--- src/rtl/sample_stream_gen.sv ---
// sample_stream_gen
//   Periodic 8-bit test-signal generator. A programmable divider produces one
//   sample tick every period+1 enabled cycles. On each tick the output sample
//   advances according to the selected waveform:
//     0 ramp     : x += step (wrapping)
//     1 square   : 0x00/0xFF level, toggled every step+1 samples
//     2 triangle : up/down by step, clamped to 0xFF / 0x00 at the turning points
//     3 noise    : 8-bit maximal-length LFSR
//   The sample and its strobe are registered, so downstream logic (for example
//   an averaging filter) can use x_valid directly as its input-valid.
//
// Ports
//   CLOCK_50 : system clock; all state changes on its rising edge
//   rst_n    : asynchronous active-low reset
//   en       : generator enable (low freezes all waveform state)
//   mode     : waveform select, see above
//   period   : clock cycles between samples minus 1 (read live)
//   step     : ramp/triangle increment; square half-period in samples minus 1
//   x        : current sample (registered)
//   x_valid  : one-cycle strobe, high in the cycle x takes a new sample
module sample_stream_gen (
  input  logic       CLOCK_50,
  input  logic       rst_n,
  input  logic       en,
  input  logic [1:0] mode,
  input  logic [7:0] period,
  input  logic [7:0] step,
  output logic [7:0] x,
  output logic       x_valid
);

  typedef enum logic [1:0] {
    MODE_RAMP   = 2'd0,
    MODE_SQUARE = 2'd1,
    MODE_TRI    = 2'd2,
    MODE_NOISE  = 2'd3
  } mode_e;

  typedef enum logic {
    TRI_UP   = 1'b0,
    TRI_DOWN = 1'b1
  } tri_e;

  logic [7:0] r_cnt;
  logic [7:0] r_x;
  logic       r_x_valid;
  logic [7:0] r_sq_cnt;
  logic       r_sq_lvl;
  logic [7:0] r_lfsr;
  tri_e       r_tri;
  mode_e      r_last_mode;

  logic       w_tick;
  mode_e      w_mode;
  logic       w_mode_chg;
  tri_e       w_tri_eff;
  logic [7:0] w_sq_cnt_eff;
  logic       w_sq_lvl_eff;
  logic [8:0] w_sum9;
  logic [7:0] w_lfsr_src;
  logic [7:0] w_lfsr_next;

  // The divider compares against the live period input; if period drops
  // below the running count, the count simply runs through 255 and wraps.
  assign w_tick     = en && (r_cnt == period);
  assign w_mode     = mode_e'(mode);
  assign w_mode_chg = (w_mode != r_last_mode);

  // A mode switch restarts the square and triangle sequences from a known
  // point; these "effective" values are what the current tick operates on.
  assign w_tri_eff    = w_mode_chg ? TRI_UP : r_tri;
  assign w_sq_cnt_eff = w_mode_chg ? 8'h00  : r_sq_cnt;
  assign w_sq_lvl_eff = w_mode_chg ? 1'b0   : r_sq_lvl;

  // 9-bit sum so the triangle peak test sees carries instead of wrapping.
  assign w_sum9 = {1'b0, r_x} + {1'b0, step};

  // Never shift out of the all-zero lock-up state.
  assign w_lfsr_src  = (r_lfsr == 8'h00) ? 8'h01 : r_lfsr;
  assign w_lfsr_next = {w_lfsr_src[6:0],
                        w_lfsr_src[7] ^ w_lfsr_src[5] ^ w_lfsr_src[4] ^ w_lfsr_src[3]};

  always_ff @(posedge CLOCK_50 or negedge rst_n) begin
    if (!rst_n) begin
      r_cnt       <= '0;
      r_x         <= '0;
      r_x_valid   <= 1'b0;
      r_sq_cnt    <= '0;
      r_sq_lvl    <= 1'b0;
      r_lfsr      <= 8'h01;
      r_tri       <= TRI_UP;
      r_last_mode <= MODE_RAMP;
    end else begin
      r_x_valid <= w_tick;

      if (r_lfsr == 8'h00) begin
        r_lfsr <= 8'h01;
      end

      if (!en) begin
        r_cnt <= '0;
      end else if (w_tick) begin
        r_cnt       <= '0;
        r_last_mode <= w_mode;
        r_tri       <= w_tri_eff;
        r_sq_cnt    <= w_sq_cnt_eff;
        r_sq_lvl    <= w_sq_lvl_eff;

        unique case (w_mode)
          MODE_RAMP: begin
            r_x <= r_x + step;
          end

          MODE_SQUARE: begin
            if (w_sq_cnt_eff == step) begin
              r_sq_lvl <= ~w_sq_lvl_eff;
              r_sq_cnt <= '0;
              r_x      <= {8{~w_sq_lvl_eff}};
            end else begin
              r_sq_cnt <= w_sq_cnt_eff + 8'd1;
              r_x      <= {8{w_sq_lvl_eff}};
            end
          end

          MODE_TRI: begin
            unique case (w_tri_eff)
              TRI_UP: begin
                if (w_sum9 >= 9'd255) begin
                  r_x   <= 8'hFF;
                  r_tri <= TRI_DOWN;
                end else begin
                  r_x <= w_sum9[7:0];
                end
              end
              TRI_DOWN: begin
                if (r_x <= step) begin
                  r_x   <= '0;
                  r_tri <= TRI_UP;
                end else begin
                  r_x <= r_x - step;
                end
              end
            endcase
          end

          MODE_NOISE: begin
            r_lfsr <= w_lfsr_next;
            r_x    <= w_lfsr_next;
          end
        endcase
      end else begin
        r_cnt <= r_cnt + 8'd1;
      end
    end
  end

  assign x       = r_x;
  assign x_valid = r_x_valid;

endmodule

--- config.mk ---
export PLATFORM = sky130hd
export DESIGN_NAME = sample_stream_gen
export DESIGN_NICKNAME = d
export VERILOG_FILES = /design/src/rtl/sample_stream_gen.sv
export SDC_FILE = /design/constraint.sdc
export NUM_CORES = 1
export LEC_CHECK = 0
export CORE_MARGIN = 2
export CORE_UTILIZATION = 35
export DETAILED_ROUTE_END_ITERATION = 10
export GPL_TIMING_DRIVEN = 0
export PLACE_DENSITY = 0.56
export RECOVER_POWER = 50
export SETUP_SLACK_MARGIN = 0.2
export SLEW_MARGIN = 20
export SYNTH_ARGS = -nofsm -noshare
export SYNTH_HDL_FRONTEND = slang
export SYNTH_SLANG_ARGS = --single-unit
--- constraint.sdc ---
create_clock -name CLOCK_50 -period 4.33 [get_ports CLOCK_50]
set_input_delay 0.433 -clock CLOCK_50 [delete_from_list [all_inputs] [get_ports CLOCK_50]]
set_output_delay 0.433 -clock CLOCK_50 [all_outputs]
set_load 0.1 [all_outputs]
Word-level counts from Yosys, hierarchy flattened

Cells that the tools add are included.

Bits in registers: 37
Bits of input ports: 21
Output and inout bits: 9
Logic and storage cells: 52

Add/subtract/negate cells: 5
Order comparisons: 2
Equality and inequality tests: 6
Multiplexer cells: 22
Bitwise operators: 5
Reduce and logical (&&, ||, !) cells: 4

Operators with widths:

| kind                                                                   | number |
|---|---|
| 8-bit two-way mux                                                      | 12 |
| 8-bit one-hot mux with 4 select lines                                  | 1 |
| 8-bit by 1-bit adder with 8-bit output (second input constant)         | 2 |
| 8-bit == test                                                          | 2 |
| 8-bit one-hot mux with 2 select lines                                  | 1 |
| 8-bit by 8-bit adder with 9-bit output                                 | 1 |
| 9-bit by 8-bit >= comparator with 1-bit output (second input constant) | 1 |
| 8-bit adder                                                            | 1 |
| 8-bit <= comparator                                                    | 1 |
| 8-bit logical NOT                                                      | 1 |
| 8-bit subtractor                                                       | 1 |
| 1-bit two-way mux                                                      | 7 |
| 2-bit == test (second input constant)                                  | 2 |
| 1-bit bitwise XOR                                                      | 3 |
| 2-bit by 1-bit == test with 1-bit output (second input constant)       | 1 |
| 2-bit logical NOT                                                      | 1 |
| 2-bit inequality test                                                  | 1 |
| 1-bit inverter                                                         | 2 |
| 1-bit one-hot mux with 2 select lines                                  | 1 |
| 2-bit AND reduction                                                    | 1 |
| 1-bit logical AND                                                      | 1 |

Logic depth before layout (Yosys ltp)

Depth after elaboration: 8
Gate-level depth with buffers: 12
Depth with buffers taken out: 11

Worst setup path after synthesis

No wires, ideal clock.

Kind: reg-to-reg
From: register r_x[0], in the netlist x[0]
To: register r_x[3], in the netlist x[3]
Setup time: 79 ps
Arrival time: 3221 ps
Data required time: 4251 ps
Path slack: 1030 ps
Cell stages (with the launch flop): 12
Path buffers: 1
Clock period less this slack: 3300 ps
Cells stage by stage: dfrtp_1 > ha_1 > fa_1 > nand2b_4 > a2111o_1 > and3b_1 > buf_6 > xnor2_1 > o41a_2 > nor2_1 > o31ai_1 > a21oi_1

Longest elaborated chain between the ends: 5

Ends and longest elaborated chain:

| item                                           | line | source |
|---|---|---|
| start, declared                                | 45   | `logic [7:0] r_x;` |
| start signal, assigned                         | 111  | `r_x <= r_x + step;` |
| start signal, assigned                         | 118  | `r_x <= {8{~w_sq_lvl_eff}};` |
| start signal, assigned                         | 121  | `r_x <= {8{w_sq_lvl_eff}};` |
| 8-bit by 8-bit adder with 9-bit output         | 76   | `assign w_sum9 = {1'b0, r_x} + {1'b0, step};` |
| 9-bit by 8-bit >= comparator with 1-bit output | 128  | `if (w_sum9 >= 9'd255) begin` |
| 8-bit two-way mux                              | 128  |  |
| 8-bit one-hot mux with 2 select lines          | 126  | `unique case (w_tri_eff)` |
| 8-bit one-hot mux with 4 select lines *        | 109  | `unique case (w_mode)` |

Every way passes the cells marked *; elsewhere a longest branch is shown, timed or not.
A chain may end at the register's enable or synchronous reset.

Worst setup path in the final report

From: input port step[0]
To: register r_x[5], in the netlist x[5]

Longest elaborated chain between the ends: 5

Ends and longest elaborated chain:

| item                                           | line | source |
|---|---|---|
| start, declared                                | 27   | `input logic [7:0] step,` |
| 8-bit by 8-bit adder with 9-bit output         | 76   |  |
| 9-bit by 8-bit >= comparator with 1-bit output | 128  |  |
| 8-bit two-way mux                              | 128  |  |
| 8-bit one-hot mux with 2 select lines          | 126  |  |
| 8-bit one-hot mux with 4 select lines *        | 109  |  |
| end signal, assigned                           | 111  |  |
| end signal, assigned                           | 118  |  |
| end signal, assigned                           | 132  | `r_x <= w_sum9[7:0];` |

Marked as above.

==> flow_metrics.tcl <==
set metrics [dict create \
    status "completed" \
    layout_commonest_cell "nand2_1" \
    dp_slack_ps 599 \
    cts_tree "built" \
    synth_edf_count 0 \
    cts-root-buf "clkbuf_8" \
    syn_area_um2 3080 \
    grt_pass1_wl_um 14200 \
    placed_area_um2 3510 \
    area_growth_pct 16.8 \
    pin_count 30 \
    post-synth-top-area-cell "dfrtp_1" \
    first_pass_iters 4 \
    cp.required_ps 4560 \
    drt-vias-per-instance 5.58 \
    n_antenna_cell 0 \
    async_reset_ff_frac 1.00 \
    totalWireLength_um 8470 \
    syn_avg_cell_area_um2 8.22 \
    clock_path_buffers 2 \
    start_kind "primary input" \
    post_cts_resized 0 \
    port_buffers 28 \
    nNetsFinal 451 \
    synth.yosys.warnings 0 \
    dieWidth_um 97.7 \
    crit_chain "clkdlybuf4s50_1 > ha_1 > fa_1 > nand2b_4 > a2111o_1 > and3b_1 > buf_6 > a21oi_1 > o221ai_1 > a221oi_1 > a21oi_1 > a21oi_1" \
    cap_violations 0 \
    timing.critical_path.mode_cell "a21oi_1" \
    grt_pass1_vias 2819 \
    drive_above_1_share 0.0608 \
    tightest_slew_ps 1230 \
    cp-end-kind "flop" \
    grt_max_degree 23 \
    core-area_um2 8640 \
    utilization 0.416 \
    synthesis.nets 415 \
    leakagePower_uw 0.00152 \
    yosysSeqAreaShare 0.301 \
    netlist_instances 374 \
    cts_setup_buffers 0 \
    power_density_nw_per_um2 297 \
    antenna_found_initial 0 \
    ys_seq_elements 37 \
    gp_congestion 0.838 \
    final_cell_mix "nand2_1, dfrtp_1, a21oi_1" \
    setup-tns-final_ps 0 \
    max_freq_mhz 289 \
    antenna_left 0 \
    crit_type "primary input to flop" \
    synthFlopType "dfrtp_1" \
    stdcell_area_um2 3590 \
    finalHoldViolations 0 \
    holdWs_ps 242 \
    final.period_utilization 0.799 \
    critPathArrivalTime_ps 3690 \
    path_clk_slew_ps 80 \
    setup_violations 0 \
    post_drt_wl_per_cell_um 16.3 \
    drc 0 \
    hp-class "primary input to async pin" \
    timing.slew.headroom 0.183 \
    drt_iter0_drc 210 \
    grt.overflow.total 0 \
    slew_viol_final 0 \
    rsz0062_at_grt "false" \
    dr_total_vias 2897 \
    synthTopCellsByArea "dfrtp_1, ha_1, xnor2_1" \
    yosysTopAreaCellShare 0.293 \
    ys_types 53 \
    cp_max_fo 6 \
    fin_ws_ps 870 \
    htreeDepth 2 \
    rows 34 \
    min_period_ps 3460 \
    critPathMaxStageDelay_ps 600 \
    fillers 899 \
    clkSinkCount 37 \
    initial_utilization 0.356 \
    die_area_um2 9550 \
    hpwlAfterDp_um 6630 \
    skew_ps 3.24 \
    die_y_um 97.7 \
    holdBufCountCts 0 \
    worst_path_max_delay_cell "clkdlybuf4s50_1" \
    grt_usage 0.182 \
    irDropWorstVdd_mv 0.117 \
    clk_latency_ps 300 \
    cts_buffers 5 \
]
## area by class of cell
class                           instances  area, µm²  share of cell area
Inverter                               20       75.1              0.0209
Sequential cell                        37        927               0.258
Clock inverter                          1       8.76             0.00244
Buffer                                 15       73.8              0.0205
Timing Repair Buffer                   29        278              0.0773
Multi-Input combinational cell        302       2000               0.556
Clock buffer                            7       96.3              0.0268
Tap cell                              108        135              0.0376
## power breakdown
part / internal [µW] / switching [µW] / total [µW] / leakage (µW)
sequential: 359 / 18.7 / 378 / 0.000498
clock: 147 / 141 / 289 / 0.0000549
combinational: 146 / 254 / 400 / 0.000963
## synthesized netlist by cell type, types with 2 or more instances
| master | instances |
|---|---|
| a21o_1 | 4 |
| a21oi_1 | 33 |
| a221o_1 | 2 |
| a221oi_1 | 4 |
| a22o_1 | 2 |
| a2bb2oi_1 | 2 |
| a31oi_1 | 7 |
| and2_1 | 2 |
| and3_1 | 4 |
| buf_2 | 2 |
| buf_6 | 2 |
| clkbuf_1 | 11 |
| dfrtp_1 | 36 |
| fa_1 | 2 |
| ha_1 | 18 |
| inv_1 | 20 |
| mux2_2 | 6 |
| mux2i_1 | 3 |
| nand2_1 | 37 |
| nand2b_1 | 4 |
| nand3_1 | 11 |
| nand3b_1 | 6 |
| nand4_1 | 2 |
| nor2_1 | 31 |
| nor2b_1 | 4 |
| nor3_1 | 18 |
| nor4_1 | 2 |
| nor4bb_1 | 4 |
| o2111ai_1 | 2 |
| o211ai_1 | 2 |
| o21a_1 | 3 |
| o21ai_0 | 24 |
| o31ai_1 | 6 |
| o32ai_1 | 4 |
| or3_1 | 6 |
| xnor2_1 | 23 |
| xor2_1 | 9 |
## path summary, 6_finish.rpt
kind                       slack, ps           start             end  cells after the start
min in group CLOCK_50            490  r_last_mode[0]  r_last_mode[0]                      2
max                              870         step[0]            x[5]                     12
min reg2reg                      490  r_last_mode[0]  r_last_mode[0]                      2
min                              240           rst_n        r_cnt[4]                      1
max reg2reg                     1280            x[0]            x[5]                     11
max in group asynchronous       2470           rst_n            x[1]                      2
## per-layer routing
layer | global-route usage | wire length, µm
met1 | 0.253 | 3910
met2 | 0.304 | 4020
met3 | 0.0258 | 465
met4 | 0.0417 | 83
met5 | 0 | 0
## cell families after synthesis
logic type	after synthesis	synth area share
adder cells (fa/ha/maj)	20	0.0863
AO/OA/AOI/OAI	105	0.221
buffers and inverters	35	0.0484
flip-flops	37	0.301
multiplexers	9	0.0317
XOR/XNOR	32	0.0911
AND/OR/NAND/NOR	136	0.220
## per-stage QoR
stage | std cells | power (µW)
3_3_place_gp | 510 | 781
6_report | 519 | 1070
3_5_place_dp | 511 | 786
5_1_grt | 519 | 1130
4_1_cts | 519 | 1080
2_1_floorplan | 374 | 669
## critical path: cells and delay by family
| kind | cells | cell delay, ps |
|---|---|---|
| compound gates | 6 | 1610 |
| buf+inv | 2 | 730 |
| fa+ha+maj | 2 | 600 |
| simple gates | 2 | 290 |
## flip-flops by register name (all words and copies together), names as in the netlist, named ones only
signal and count:
r_cnt 8, x 8, r_lfsr 7, r_sq_lvl 1
r_tri 1, r_last_mode 2, x_valid 1, r_sq_cnt 8
Power figures use the tool's default switching activity.
